==> src/rtl/ntt_core_common_param_pkg.sv <==
// Shared butterfly-array geometry for the NTT core.
package ntt_core_common_param_pkg;

  localparam int R   = 2;  // butterfly radix
  localparam int PSI = 4;  // butterflies per cycle

endpackage : ntt_core_common_param_pkg

==> src/rtl/ntt_core_psi_gather_pkg.sv <==
// Types, sizes and helpers for the PSI gather (input packer) block.
package ntt_core_psi_gather_pkg;

  import ntt_core_common_param_pkg::*;

  localparam int OP_W          = 64;
  localparam int IN_COEF       = 2;
  localparam int N             = 2048;

  localparam int COEF_PER_WORD = R * PSI;
  localparam int SLOT_NB       = COEF_PER_WORD / IN_COEF;
  localparam int WORD_NB       = N / COEF_PER_WORD;

  localparam int SLOT_W        = (SLOT_NB > 1) ? $clog2(SLOT_NB) : 1;
  localparam int WORD_W        = (WORD_NB > 1) ? $clog2(WORD_NB) : 1;
  localparam int IDX_W         = (COEF_PER_WORD > 1) ? $clog2(COEF_PER_WORD) : 1;

  typedef logic [OP_W-1:0]               coef_t;
  typedef coef_t [COEF_PER_WORD-1:0]     word_t;
  typedef coef_t [IN_COEF-1:0]           beat_t;

  // Reverse the IDX_W-bit coefficient index inside a word.
  function automatic logic [IDX_W-1:0] bitrev(input logic [IDX_W-1:0] k);
    logic [IDX_W-1:0] r;
    r = '0;
    for (int b = 0; b < IDX_W; b++) begin
      r[IDX_W-1-b] = k[b];
    end
    return r;
  endfunction

endpackage : ntt_core_psi_gather_pkg

==> src/rtl/ntt_core_gather_out_stage.sv <==
// One-entry output register for the gather block: holds a packed word plus
// its polynomial framing until the butterfly stage takes it.
module ntt_core_gather_out_stage
  import ntt_core_psi_gather_pkg::*;
(
  input  logic  clk,
  input  logic  s_rst,
  input  logic  push_i,   // only asserted when the entry is empty or draining
  input  word_t data_i,
  input  logic  sob_i,
  input  logic  eob_i,
  input  logic  rdy_i,
  output logic  vld_o,
  output word_t data_o,
  output logic  sob_o,
  output logic  eob_o
);

  logic  vld_q;
  word_t data_q;
  logic  sob_q;
  logic  eob_q;

  // Load on push, empty on drain, otherwise hold the word stable.
  always_ff @(posedge clk) begin
    if (s_rst) begin
      vld_q  <= 1'b0;
      data_q <= '0;
      sob_q  <= 1'b0;
      eob_q  <= 1'b0;
    end else if (push_i) begin
      vld_q  <= 1'b1;
      data_q <= data_i;
      sob_q  <= sob_i;
      eob_q  <= eob_i;
    end else if (rdy_i) begin
      vld_q  <= 1'b0;
    end
  end

  assign vld_o  = vld_q;
  assign data_o = data_q;
  assign sob_o  = sob_q;
  assign eob_o  = eob_q;

endmodule : ntt_core_gather_out_stage

==> src/rtl/ntt_core_psi_gather.sv <==
// Input packer ahead of the PSI radix-R butterflies: gathers IN_COEF-wide
// beats into R*PSI-coefficient words, tracks sob/eob framing, flags framing
// errors and resynchronises on an unexpected sob.
// Build option: NTT_CORE_GATHER_BITREV_EN places in-word coef k at output
// position bitrev(k) (DIT first-stage order); otherwise natural order.
module ntt_core_psi_gather
  import ntt_core_psi_gather_pkg::*;
(
  input  logic                          clk,
  input  logic                          s_rst,
  input  logic [IN_COEF*OP_W-1:0]       in_data,
  input  logic                          in_sob,
  input  logic                          in_eob,
  input  logic                          in_vld,
  output logic                          in_rdy,
  output logic [COEF_PER_WORD*OP_W-1:0] out_data,
  output logic                          out_sob,
  output logic                          out_eob,
  output logic                          out_vld,
  input  logic                          out_rdy,
  output logic                          error
);

  function automatic logic [IDX_W-1:0] out_pos(input logic [IDX_W-1:0] k);
`ifdef NTT_CORE_GATHER_BITREV_EN
    return bitrev(k);
`else
    return k;
`endif
  endfunction

  logic [SLOT_W-1:0] slot_q, slot_d;
  logic [WORD_W-1:0] word_q, word_d;
  word_t             pack_q, pack_d;
  logic              pack_full_q, pack_full_d;
  logic              pack_sob_q, pack_sob_d;
  logic              pack_eob_q, pack_eob_d;
  logic              error_q, error_d;

  beat_t             beat;
  word_t             asm_word;
  word_t             push_data;
  word_t             out_word;
  logic [SLOT_W-1:0] eff_slot;
  logic [WORD_W-1:0] eff_word;
  logic              accept, resync, complete, out_free;
  logic              push_pack, push_new, hold_new, push;
  logic              push_sob, push_eob, new_sob, new_eob;
  logic              sob_exp, eob_exp;

  assign beat   = in_data;
  assign in_rdy = !(pack_full_q && out_vld && !out_rdy);

  // Pack-stage datapath, counters, framing check and hand-off to the out stage.
  always_comb begin
    accept   = in_vld && in_rdy;
    sob_exp  = (slot_q == '0) && (word_q == '0);
    eob_exp  = (slot_q == SLOT_W'(SLOT_NB-1)) && (word_q == WORD_W'(WORD_NB-1));
    // An sob that arrives mid-polynomial restarts packing with this beat.
    resync   = in_sob && !sob_exp;
    eff_slot = resync ? '0 : slot_q;
    eff_word = resync ? '0 : word_q;

    asm_word = pack_q;
    for (int j = 0; j < IN_COEF; j++) begin
      asm_word[out_pos(IDX_W'(int'(eff_slot) * IN_COEF + j))] = beat[j];
    end

    complete  = accept && (eff_slot == SLOT_W'(SLOT_NB-1));
    new_sob   = (eff_word == '0);
    new_eob   = (eff_word == WORD_W'(WORD_NB-1));
    out_free  = !out_vld || out_rdy;
    // A held word always goes out before a freshly completed one.
    push_pack = pack_full_q && out_free;
    push_new  = complete && out_free && !pack_full_q;
    hold_new  = complete && !push_new;
    push      = push_pack || push_new;
    push_data = push_pack ? pack_q     : asm_word;
    push_sob  = push_pack ? pack_sob_q : new_sob;
    push_eob  = push_pack ? pack_eob_q : new_eob;

    slot_d      = slot_q;
    word_d      = word_q;
    pack_d      = pack_q;
    pack_full_d = pack_full_q;
    pack_sob_d  = pack_sob_q;
    pack_eob_d  = pack_eob_q;
    error_d     = error_q;

    if (push_pack) begin
      pack_full_d = 1'b0;
    end

    if (accept) begin
      pack_d = asm_word;
      if ((in_sob != sob_exp) || (in_eob != eob_exp)) begin
        error_d = 1'b1;
      end
      if (eff_slot == SLOT_W'(SLOT_NB-1)) begin
        slot_d = '0;
        word_d = (eff_word == WORD_W'(WORD_NB-1)) ? '0 : eff_word + WORD_W'(1);
      end else begin
        slot_d = eff_slot + SLOT_W'(1);
        word_d = eff_word;
      end
    end

    if (hold_new) begin
      pack_full_d = 1'b1;
      pack_sob_d  = new_sob;
      pack_eob_d  = new_eob;
    end
  end

  // Pack-stage and control registers.
  always_ff @(posedge clk) begin
    if (s_rst) begin
      slot_q      <= '0;
      word_q      <= '0;
      pack_q      <= '0;
      pack_full_q <= 1'b0;
      pack_sob_q  <= 1'b0;
      pack_eob_q  <= 1'b0;
      error_q     <= 1'b0;
    end else begin
      slot_q      <= slot_d;
      word_q      <= word_d;
      pack_q      <= pack_d;
      pack_full_q <= pack_full_d;
      pack_sob_q  <= pack_sob_d;
      pack_eob_q  <= pack_eob_d;
      error_q     <= error_d;
    end
  end

  ntt_core_gather_out_stage u_out_stage (
    .clk    (clk),
    .s_rst  (s_rst),
    .push_i (push),
    .data_i (push_data),
    .sob_i  (push_sob),
    .eob_i  (push_eob),
    .rdy_i  (out_rdy),
    .vld_o  (out_vld),
    .data_o (out_word),
    .sob_o  (out_sob),
    .eob_o  (out_eob)
  );

  assign out_data = out_word;
  assign error    = error_q;

endmodule : ntt_core_psi_gather

==> config.mk <==
export PLATFORM = sky130hd
export DESIGN_NAME = ntt_core_psi_gather
export DESIGN_NICKNAME = d
export VERILOG_FILES = /design/src/rtl/ntt_core_common_param_pkg.sv /design/src/rtl/ntt_core_psi_gather_pkg.sv /design/src/rtl/ntt_core_gather_out_stage.sv /design/src/rtl/ntt_core_psi_gather.sv
export SDC_FILE = /design/constraint.sdc
export NUM_CORES = 2
export LEC_CHECK = 0
export CORE_MARGIN = 2
export CORE_UTILIZATION = 35
export CTS_CLUSTER_SIZE = 24
export DETAILED_ROUTE_END_ITERATION = 16
export GPL_TIMING_DRIVEN = 0
export SYNTH_ARGS = -nofsm -noshare
export SYNTH_HDL_FRONTEND = slang
export SYNTH_SLANG_ARGS = --single-unit
export TNS_END_PERCENT = 50
==> constraint.sdc <==
create_clock -name clk -period 3.3 [get_ports clk]
set_input_delay 0.495 -clock clk [delete_from_list [all_inputs] [get_ports clk]]
set_output_delay 0.495 -clock clk [all_outputs]
set_load 0.05 [all_outputs]
==> results.md <==
* Status: completed
* CP Capture Type: flop
* Synth Net Count at around 4900
* Total gr overflow at 0
* Hold Slack at 0.179 ns
* Lkg Pwr at around 19 nW
* Cell row count at between 100 and 150
* Synth-to-Final Area Change at 30.5%
* Syn_area_per_cell at 8.50 um^2
* Fmax at ~310 MHz
* Number of synthesized flops with an enable pin at 0
* Worst Skew at about 0.022 ns
* Total power at 28.3 mW
* Crit. Startpoint: word_q[2]$_SDFFE_PP0P_
* GRT Util Overall at 0.250
* Vias in the first global route at around 34000
* 1st-iter DRT viols at approximately 2500
* WHS Endpoint: pack_q[48]$_SDFFE_PP0P_
* RD Place Congestion at 0.868
* Crit path max-delay cell type: or4_4
* CTS Hold Bufs at 0
* Mapped Cells at roughly 4800
* RR Endpoint: u_out_stage.data_o[33]$_SDFFE_PP0P_
* IO Port Bufs at 521
* RSZ-0062 raised after global routing: true
* Period utilization at 0.984
* Commonest register cell after synthesis: dfxtp_1
* Clk sinks at roughly 1000
* Total iterations of the first detailed-routing run at 6
* Hold Path Depth at 3
* Design area at between 50000 and 60000 um^2
* Initial core utilization at 0.353
* Min-Delay Startpoint: in_data[48]
* Setup TNS at 0 ns
* Maximum VDD drop at between 500 and 600 uV
* ANT nets after route at 0
* Die X at 344 um
* CP Class: flop to flop
* H-tree levels at 3
* Pin count of the biggest net entering global routing at 15
* Worst path required time at approximately 4 ns
* DRC at 0
* Max-slew headroom at 0.103
* Leading cell type in the layout, fill and taps excluded: dfxtp_1
* Worst-path clk slew at 0.06 ns
* Final Hold Vio Count at 0
* Critical R2R Launch: word_q[2]$_SDFFE_PP0P_
* R2R depth at 17
* Dpl cell area at 47700 um^2
* Antenna violations before repair at 13
* Sequential fraction of the synthesis area at 0.514
* P per Cell Area at approximately 540 nW/um^2
* Post-synthesis cell area at a little over 40000 um^2
* #FFs+latches synth at around 1000
* Die H at about 340 um
* CTS Buffer Depth at 3
* Routed via count at between 30000 and 40000
* CTS tree: done
* Worst-Skew Late Latency at approximately 0.70 ns
* Final setup vio count at 0
* Core Region at about 110000 um^2
* R2R Setup Slk at 0.05 ns
* Commonest cells after routing, fill and taps aside: dfxtp_1, a21oi_1, nand2_1, clkdlybuf4s50_1, mux2i_1
* Max FO, Critical Path at 10
* Vias per cell at approximately 5.2
* Fillcell total at between 10000 and 15000
* Distinct cells, synth at 51
* First-pass GRT wire length at 224000 um
* Worst EP arrival at 3.87 ns
* IO Count at about 650
* Fin nets at roughly 5600
* Startpoint Class: flop
* Num CTS Buffers at 109
* Synth warnings at 0
* Root buf cell: clkbuf_16
* Asr flop ratio synth at 0
* Min Tclk post-route at approximately 3.2 ns
* Crit path cell chain: or4_4, nor3_4, nand2_2, ha_4, buf_4, nand2b_4, inv_2, ha_4, nand2_4, a21boi_4, buf_6, buf_16, buf_16, buf_4, buf_8, o21ai_1, a21oi_1
* HPWL after detailed placement at 111000 um
* Post-Route WL at 155000 um
* Max-Cap Viols at 0
* Share of post-route cells with drive strength above 1 at 0.0912
* Hold Crit Class: input pin to flop
* Slew @ Worst Pin at between 1 and 1.5 ns
* Slowest stage delay, CP at roughly 0.54 ns
* WL per Instance at 22.0 um
* Die Area at between 100000 and 150000 um^2
* Max-slew violations at 0
through the flow:
| step | worst slack (ns) | util | cells |
|---|---|---|---|
| final | 0.0527 | 0.461 | 7035 |
| after global routing | -0.0587 | 0.461 | 7029 |
| after CTS | -0.00377 | 0.458 | 7017 |
| after detailed placement | -1.08 | 0.416 | 6804 |
| after global placement | -1.32 | 0.415 | 6803 |
| after floorplan | 0.159 | - | 4770 |
power by group:
part           internal [mW]  switching (mW)  leakage (nW)
Combinational          0.885            1.82          8.60
Clock                   7.36            5.25          1.82
Sequential              12.9           0.164          8.42
repair_timing:
action                                  CTS  global route
cloned                                    7             5
endpoints found under the setup margin  982           998
pin swaps                                 2             4
gates resized for setup                 318           130
setup buffers                             8             7
worst max-delay path, delay by kind of cell, from the launching register on:
kind,cells,cell delay (ns)
buffers and inverters,7,0.97
AOI/OAI and AO/OA,3,0.44
adders and majority gates,2,0.35
DFF,1,0.36
and+or+nand+nor,5,1.00
kinds of logic (layout without fill, tap and decap cells):
group | after synthesis | after routing | synth area share
AO/OA/AOI/OAI | 1577 | 1577 | 0.196
AND/OR/NAND/NOR | 1085 | 1085 | 0.104
flip-flops | 1041 | 1041 | 0.514
buffers and inverters | 544 | 1289 | 0.0562
multiplexers | 514 | 514 | 0.127
adder cells (fa/ha/maj) | 8 | 8 | 0.00241
XOR/XNOR | 1 | 1 | 0.000216
other | 0 | 8 | 0
registers in the layout, summed over array words and instances, names as in the netlist:
register / cells
word_q: 8
slot_q: 2
u_out_stage.vld_o: 1
u_out_stage.sob_o: 1
u_out_stage.data_o: 512
pack_q: 512
u_out_stage.eob_o: 1
error: 1
pack_full_q: 1
pack_sob_q: 1
pack_eob_q: 1
cells in the mapped netlist, drive strengths merged (2+ instances only):
| cell type | n | area (um^2) |
|---|---|---|
| a21oi | 1036 | 5180 |
| a31oi | 3 | 18.8 |
| nor2b | 2 | 12.5 |
| nand2b | 5 | 31.3 |
| nor4 | 4 | 25.0 |
| o22ai | 2 | 12.5 |
| and2 | 2 | 12.5 |
| buf | 172 | 880 |
| nor3 | 2 | 10.0 |
| clkbuf | 363 | 1360 |
| mux2i | 514 | 5140 |
| and3 | 4 | 25.0 |
| a211oi | 2 | 15.0 |
| ha | 7 | 87.6 |
| nor2 | 6 | 22.5 |
| dfxtp | 1041 | 20800 |
| inv | 9 | 33.8 |
| or4 | 2 | 18.8 |
| nand2 | 1037 | 3890 |
| nand3 | 6 | 30.0 |
| a21boi | 5 | 37.5 |
| o21ai | 520 | 2600 |
| nand4 | 5 | 37.5 |
how the worst max path moves through the flow:
stage                                           endpoint  depth (start not counted)
floorplan           u_out_stage.data_o[504]$_SDFFE_PP0P_                         14
global placement     u_out_stage.data_o[85]$_SDFFE_PP0P_                         14
detailed placement   u_out_stage.data_o[35]$_SDFFE_PP0P_                         14
CTS                             pack_q[174]$_SDFFE_PP0P_                         12
global route         u_out_stage.data_o[31]$_SDFFE_PP0P_                         17
finish               u_out_stage.data_o[33]$_SDFFE_PP0P_                         17
layer usage:
| metal | vias up | GRT usage | wire (um) |
|---|---|---|---|
| met5 | - | 0 | 0 |
| met3 | 229 | 0.0516 | 10200 |
| li1 | 17571 | - | - |
| met4 | 0 | 0.0880 | 4990 |
| met1 | 17646 | 0.321 | 65900 |
| met2 | 1123 | 0.417 | 73900 |
cell type report:
class	count	area, um^2	share of cell area
clock buffers	160	3220	0.0609
repair buffers	548	5660	0.107
multi-input cells	3185	17600	0.332
plain buffers	534	3210	0.0606
diodes	8	20.0	0.000379
flip-flops and latches	1041	20800	0.394
inverters	9	33.8	0.000639
clock inverters	38	430	0.00814
well taps	1512	1890	0.0358
No activity file was read; power rests on OpenSTA's default activity.
